===== config.mk =====
export PLATFORM = sky130hd
export DESIGN_NAME = instruction_loader
export DESIGN_NICKNAME = d
export VERILOG_FILES = /design/src/rtl/loader_pkg.sv /design/src/rtl/word_assembler.sv /design/src/rtl/instruction_loader.sv
export SDC_FILE = /design/constraint.sdc
export NUM_CORES = 1
export LEC_CHECK = 0
export ABC_AREA = 0
export CAP_MARGIN = 20
export CORE_UTILIZATION = 50
export CTS_CLUSTER_DIAMETER = 60
export DETAILED_ROUTE_END_ITERATION = 10
export HOLD_SLACK_MARGIN = 0.1
export PLACE_DENSITY = 0.8
export SLEW_MARGIN = 20
export SYNTH_ARGS = -nofsm -noshare
export SYNTH_HDL_FRONTEND = slang
export SYNTH_SLANG_ARGS = --single-unit
export TNS_END_PERCENT = 50

===== constraint.sdc =====
create_clock -name clock -period 5.8 [get_ports clock]
set_input_delay 1.16 -clock clock [delete_from_list [all_inputs] [get_ports clock]]
set_output_delay 1.16 -clock clock [all_outputs]
set_load 0.05 [all_outputs]

===== src/rtl/loader_pkg.sv =====
// Shared constants for the boot-time memory loaders: FSM state encodings and
// the status bytes returned to the host once a load has finished.
package loader_pkg;

    localparam logic [1:0] LEN  = 2'd0;
    localparam logic [1:0] DATA = 2'd1;
    localparam logic [1:0] ACK  = 2'd2;
    localparam logic [1:0] DONE = 2'd3;

    localparam logic [7:0] ACK_OK  = 8'hAA;
    localparam logic [7:0] ACK_OVF = 8'hEE;

    function automatic logic [7:0] ack_code(input logic ovf);
        return ovf ? ACK_OVF : ACK_OK;
    endfunction

endpackage


===== src/rtl/word_assembler.sv =====
// Packs a byte stream into big-endian 32-bit words; word_valid pulses in the
// cycle the fourth byte arrives, with that byte already merged into word.
module word_assembler (
    input  logic        clock,
    input  logic        reset,
    input  logic        clear,
    input  logic        byte_valid,
    input  logic [7:0]  byte_data,
    output logic [31:0] word,
    output logic        word_valid
);

    logic [23:0] shift;
    logic [1:0]  count;

    // NOTE: state registers use non-blocking assignments so every flop samples pre-edge values.
    always_ff @(posedge clock or posedge reset) begin
        if (reset) begin
            shift <= '0;
            count <= '0;
        end else if (clear) begin
            shift <= '0;
            count <= '0;
        end else if (byte_valid) begin
            shift <= {shift[15:0], byte_data};
            count <= count + 2'd1;
        end
    end

    assign word       = {shift, byte_data};
    assign word_valid = byte_valid && (count == 2'd3);

endmodule


===== src/rtl/instruction_loader.sv =====
// Boot loader: receives a length-prefixed byte stream, writes the words into
// instruction memory from address 0, then reports status and holds in DONE.
module instruction_loader
    import loader_pkg::*;
#(
    parameter int NUM_WORDS = 1024,
    localparam int AW = $clog2(NUM_WORDS)
) (
    input  logic          clock,
    input  logic          reset,
    input  logic          start,
    input  logic [7:0]    rx_data,
    input  logic          rx_valid,
    output logic          rx_ready,
    output logic [7:0]    tx_data,
    output logic          tx_valid,
    input  logic          tx_ready,
    output logic          imem_we,
    output logic [AW-1:0] imem_waddr,
    output logic [31:0]   imem_wdata,
    output logic          done,
    output logic          overflow
);

    logic [1:0]  state;
    logic [31:0] count;
    logic [31:0] index;
    logic [31:0] word;
    logic        word_valid;
    logic        accept;
    logic        rearm;
    logic        in_range;
    logic        last_word;

    // NOTE: rx_ready is gated by reset directly so it reads 0 while reset is held.
    assign rx_ready  = !reset && (state == LEN || state == DATA);
    assign accept    = rx_valid && rx_ready;
    assign rearm     = (state == DONE) && start;
    assign in_range  = index < 32'(NUM_WORDS);
    assign last_word = (index + 32'd1) == count;

    word_assembler u_assembler (
        .clock      (clock),
        .reset      (reset),
        .clear      (rearm),
        .byte_valid (accept),
        .byte_data  (rx_data),
        .word       (word),
        .word_valid (word_valid)
    );

    always_ff @(posedge clock or posedge reset) begin
        if (reset) begin
            state      <= LEN;
            count      <= '0;
            index      <= '0;
            overflow   <= 1'b0;
            imem_we    <= 1'b0;
            imem_waddr <= '0;
            imem_wdata <= '0;
            tx_valid   <= 1'b0;
            tx_data    <= 8'h00;
            done       <= 1'b0;
        end else begin
            imem_we <= 1'b0;
            case (state)
                LEN: begin
                    if (word_valid) begin
                        count <= word;
                        index <= '0;
                        if (word == 32'd0) begin
                            state    <= ACK;
                            tx_valid <= 1'b1;
                            tx_data  <= ack_code(overflow);
                        end else begin
                            state <= DATA;
                        end
                    end
                end
                DATA: begin
                    if (word_valid) begin
                        if (in_range) begin
                            imem_we    <= 1'b1;
                            imem_waddr <= index[AW-1:0];
                            imem_wdata <= word;
                        end else begin
                            overflow <= 1'b1;
                        end
                        index <= index + 32'd1;
                        // The status byte must already reflect an overflow on this final word.
                        if (last_word) begin
                            state    <= ACK;
                            tx_valid <= 1'b1;
                            tx_data  <= ack_code(overflow || !in_range);
                        end
                    end
                end
                ACK: begin
                    if (tx_valid && tx_ready) begin
                        tx_valid <= 1'b0;
                        done     <= 1'b1;
                        state    <= DONE;
                    end
                end
                DONE: begin
                    if (start) begin
                        state    <= LEN;
                        count    <= '0;
                        index    <= '0;
                        overflow <= 1'b0;
                        done     <= 1'b0;
                    end
                end
                default: state <= LEN;
            endcase
        end
    end

endmodule


# Yosys cells after proc, flatten, opt, wreduce, memory -nomap -nowiden
# Cells that the tools add are included.
[classes]
n_eq_ne = 12
n_mux = 39
addsub = 2
order_cmp = 1
reduce_logical = 26
[op_table]
columns = ["operator", "count"]
rows = [
  ["2-to-1 mux 32 bit", 4],
  ["one-hot mux 32 bit (3 select lines)", 1],
  ["one-hot mux 32 bit (2 select lines)", 1],
  ["2-to-1 mux 24 bit", 2],
  ["adder 32 x 1 -> 32 bit (second input constant)", 1],
  ["== test 32 bit", 1],
  ["zero test 32 bit", 1],
  ["less-than comparator 32 x 11 -> 1 bit (second input constant)", 1],
  ["2-to-1 mux 8 bit", 4],
  ["2-to-1 mux 2 bit", 8],
  ["one-hot mux 8 bit (2 select lines)", 1],
  ["2-to-1 mux 7 bit", 2],
  ["2-to-1 mux 1 bit", 12],
  ["AND reduction 5 bit", 2],
  ["nonzero test 2 bit", 5],
  ["AND reduction 3 bit", 3],
  ["inequality test 2 bit (second input constant)", 4],
  ["one-hot mux 2 bit (4 select lines)", 1],
  ["AND reduction 4 bit", 2],
  ["== test 2 bit (second input constant)", 3],
  ["inequality test 2 x 1 -> 1 bit (second input constant)", 3],
  ["AND reduction 6 bit", 1],
  ["nonzero test 3 bit", 2],
  ["logical AND 1 bit", 5],
  ["7 further kinds", 10],
]
[word_totals]
word_cells = 92
regBits = 146
in_bits = 13

# Longest topological paths before layout
[depth]
ltp_word = 7
depth_mapped = 11

# Modules after synthesis
# A second synthesis with hierarchy kept.
[hier_totals]
cells_unflattened = 739
hier_area_um2 = 7518.5
[by_module_without_submodules]
columns = ["module", "seq_area_each_um2", "area_per_inst_um2", "instances", "cells_per_inst"]
rows = [
  ["instruction_loader", 2852.7, 6359.8, 1, 644],
  ["word_assembler", 650.6, 1158.6, 1, 95],
]

# Least setup slack after synthesis
# OpenSTA, ideal clock, no wires.
[synth_path]
path_kind = "input to output"
startpoint = "input reset"
endpoint = "output rx_ready"
path_slack_ps = 2797
t_arrival_ps = 1843
path_buffers = 0
required_ps = 4640
path_stages = 1
path_cell_list = "nor2_1"
[synth_between]
elab_chain_len = 2
[synth_rtl]
columns = ["element", "line_no", "rtl"]
rows = [
  ["start: declaration", "instruction_loader.sv:10", "input logic reset,"],
  ["zero test 1 bit (no source line)", "--", ""],
  ["logical AND 1 bit", "instruction_loader.sv:36", "assign rx_ready = !reset && (state == LEN || state == DATA);"],
  ["end: declaration", "instruction_loader.sv:14", "output logic rx_ready,"],
]
# Every way passes these cells.

# Final worst setup path
# Same ends and word-level chain as after synthesis.

==> impl_metrics.py <==
metrics = {
    "run_status": {
        "status": "finished clean",
    },
    "cts": {
        "cts_max_path_buffers": 2,
        "post_cts_resized": 0,
        "cts_buffers": 17,
        "cts_tree": "yes",
        "h-tree-depth": 4,
        "clk-insertion-delay-late_ps": 430,
        "path_clk_slew_ps": 60,
        "postCtsHoldBufs": 0,
        "cts-root-buf": "clkbuf_16",
        "clkSinkCount": 140,
        "cts_setup_buffers": 0,
    },
    "setup_path": {
        "critPathCaptureType": "output pin",
        "cp.required_ps": 4640,
        "critPathMaxFanout": 3,
        "slowest_stage": "clkdlybuf4s50_1",
        "worstPathArrival_ps": 2680,
        "crit_path_start_kind": "primary input",
        "timing_worst_setup_path_type": "in -> out",
        "r2r_start": "state[0]$_DFFE_PP0P_",
        "crit_buf_inv": 2,
        "crit_path_frequent_cell": "clkdlybuf4s50_1",
        "crit_chain": "clkdlybuf4s50_1 -> nor2_1 -> clkdlybuf4s50_1",
        "r2r_cells": 10,
        "critical_path.top_delay_family": "buffers and inverters",
        "crit_path_max_incr_delay_ps": 820,
        "timing.rr.end": "index[28]$_DFFE_PP0P_",
        "reg2reg_slack_ps": 2410,
    },
    "routing": {
        "drtIter0Drc": 434,
        "routed-via-count": 6050,
        "wl_mm": 17.94,
        "avgRoutedWirePerCell_um": 18.10,
        "drt_pass1_iterations": 5,
        "drc": 0,
        "detail_route.vias_per_cell": 6.105,
        "postRouteAntennaNets": 0,
    },
    "floorplanning": {
        "die_x_um": 123.4,
        "die_y_um": 123.4,
        "initial_core_util_pct": 52.05,
        "die_area_um2": 15220,
        "fp-row-count": 43,
        "core_area_um2": 14150,
        "ios": 68,
    },
    "logic_synthesis": {
        "yosysTopAreaCell": "dfrtp_1",
        "netlist_instances": 765,
        "synth_edf_count": 0,
        "synthArstFlopShare_pct": 100.0,
        "yosys_warnings": 0,
        "netlist_area_um2": 7365,
        "yosys-top-cells-area": "dfrtp_1, nand2_1, mux2_2, nand3b_1, xnor2_1",
        "ys_ff_latch": 140,
        "seq_area_frac_synth_pct": 47.57,
        "synth_cell_type_count": 69,
        "avgSynthCellArea_um2": 9.627,
        "synth_top_area_share_pct": 47.57,
        "ys_dominant_reg_cell": "dfrtp_1",
    },
    "power_and_ir_drop": {
        "internal_power_mw": 1.612,
        "netSwitchingFraction_pct": 22.18,
        "pwr_density_cell_nw_per_um2": 239.7,
        "power_frac_comb_pct": 2.3,
        "vdd_drop_max_v": 0.0002261,
        "clockPowerShare_pct": 49.9,
        "p_leak_nw": 3.856,
        "power_mw": 2.072,
        "pwr-share-seq_pct": 47.8,
        "p_sw_uw": 459.6,
    },
    "timing": {
        "holdWs_ps": 488.4,
        "min_period_over_period_pct": 66.29,
        "finalSetupViolations": 0,
        "tightest_slew_ps": 1016,
        "hold_viol": 0,
        "relSlewSlack_pct": 32.28,
        "fmax_ghz": 0.2601,
        "finalCriticalPeriod_ps": 3845,
        "rsz0062_at_grt": "false",
        "fin_tns_setup_ps": 0,
        "fin_skew_ps": 9.239,
        "slew_violations": 0,
    },
    "grt": {
        "antenna_found_initial": 0,
        "gr-total-overflow": 0,
        "grt_pass1_vias": 5733,
        "track_usage_pct": 25.42,
        "grt_pass1_wl_mm": 29.39,
        "grt_max_degree": 110,
    },
    "placement": {
        "port_buffers": 65,
        "dpl_cell_area_um2": 8075,
        "place_congestion": 0.8859,
        "hpwl_mm": 11.94,
    },
    "cells_and_area": {
        "mostFrequentLayoutCells": "nand2_1, dfrtp_1, clkdlybuf4s50_1, o21ai_0, mux2_2",
        "final_area_um2": 8645,
        "diodes": 0,
        "final_common_cell": "nand2_1",
        "drive_gt1_share_pct": 12.58,
        "fin_nets": 817,
        "syn2layout_area_growth_pct": 17.38,
    },
    "hold_path": {
        "holdPathStages": 1,
        "hold_path_end": "imem_wdata[13]$_DFFE_PP0P_",
        "min_path_type": "reg -> reg",
        "worstHoldStart": "imem_wdata[13]$_DFFE_PP0P_",
    },
    "run": {
        "drv_cap": 0,
    },
}
==> layer usage <==
layer  global-route usage [%]  share of wire (%)  wire length (um)  up-vias
li1                         -                  -                 -     2778
met1                    33.72                 44              7813     3017
met2                    40.01                 47              8512      215
met3                    5.581                6.2              1110       40
met4                    11.14                2.8               505        0
met5                        0                  0                 0        -
==> power groups by stage <==
stage / Combinational (mW) / Clock, mW / Sequential [mW]
6_report: 0.0479 / 1.03 / 0.990
5_1_grt: 0.0550 / 1.08 / 0.990
4_1_cts: 0.0492 / 1.05 / 0.990
3_5_place_dp: 0.0486 / 0 / 1.01
3_3_place_gp: 0.0482 / 0 / 1.01
2_1_floorplan: 0.0295 / 0 / 1.00
==> how the worst max path moves through the flow <==
stage / slack (ps) / from / endpoint / cells after the start
6_report: 1960 / reset / rx_ready / 3
3_3_place_gp: 1770 / reset / index[28]$_DFFE_PP0P_ / 8
4_1_cts: 1960 / reset / rx_ready / 3
5_1_grt: 1910 / reset / rx_ready / 3
3_5_place_dp: 1720 / reset / index[28]$_DFFE_PP0P_ / 8
2_1_floorplan: 890 / reset / count[0]$_DFFE_PP0P_ / 1
==> worst register-to-register path: cells and delay by family (launching register included) <==
family | cells | cell delay [ps]
adders and majority gates | 1 | 380
buffers and inverters | 2 | 430
DFF | 1 | 420
AOI/OAI and AO/OA | 1 | 180
and+or+nand+nor | 6 | 1910
==> synth_stat cells, drive strengths merged (2+ instances only) <==
master,count
nand2,142
a311o,2
o31ai,23
o21ai,48
or2,2
mux2,44
dfrtp,140
and4,5
nand4,18
a211oi,4
a21o,2
a21oi,39
xor2,16
buf,25
nand3,16
ha,6
o22ai,4
nor2b,2
nor2,35
nor3,6
nor3b,2
a31oi,7
or3,3
nor4,17
a41oi,2
o41ai,3
mux2i,4
or4,8
and3,8
inv,8
xnor2,27
and2,8
nand3b,36
clkbuf,35
==> logic make-up after synthesis <==
group	count (synthesis)	share of synthesized area [%]
xor gates and xnor gates	43	5.114
muxes	48	7.322
DFF	140	47.57
AOI/OAI and AO/OA	145	12.40
and+or+nand+nor	313	22.39
adders and majority gates	6	1.019
buffers and inverters	69	4.128
other	1	0.05092
==> through the flow <==
step / instances / worst slack (ps) / utilization, %
floorplan: 766 / 887.1 / -
global placement: 958 / 1770 / 56.96
detailed placement: 959 / 1723 / 57.07
CTS: 991 / 1960 / 61.09
global route: 991 / 1909 / 61.09
finish: 991 / 1955 / 61.09
==> state kept, by name (all words and copies together) (netlist names) <==
register	flops
count	32
imem_wdata	32
index	32
u_assembler.shift	24
imem_waddr	10
state	2
tx_data	2
u_assembler.count	2
done	1
imem_we	1
overflow	1
tx_valid	1
==> area by class of cell <==
type,instances,area (um^2)
clock buffer,20,456.7
clock inverter,12,112.6
fill,1145,5505
inverter,9,38.79
multi-input combinational,557,3590
sequential,140,3503
tap,180,225.2
timing repair buffer,73,718.2
Power figures use the tool's default switching activity.
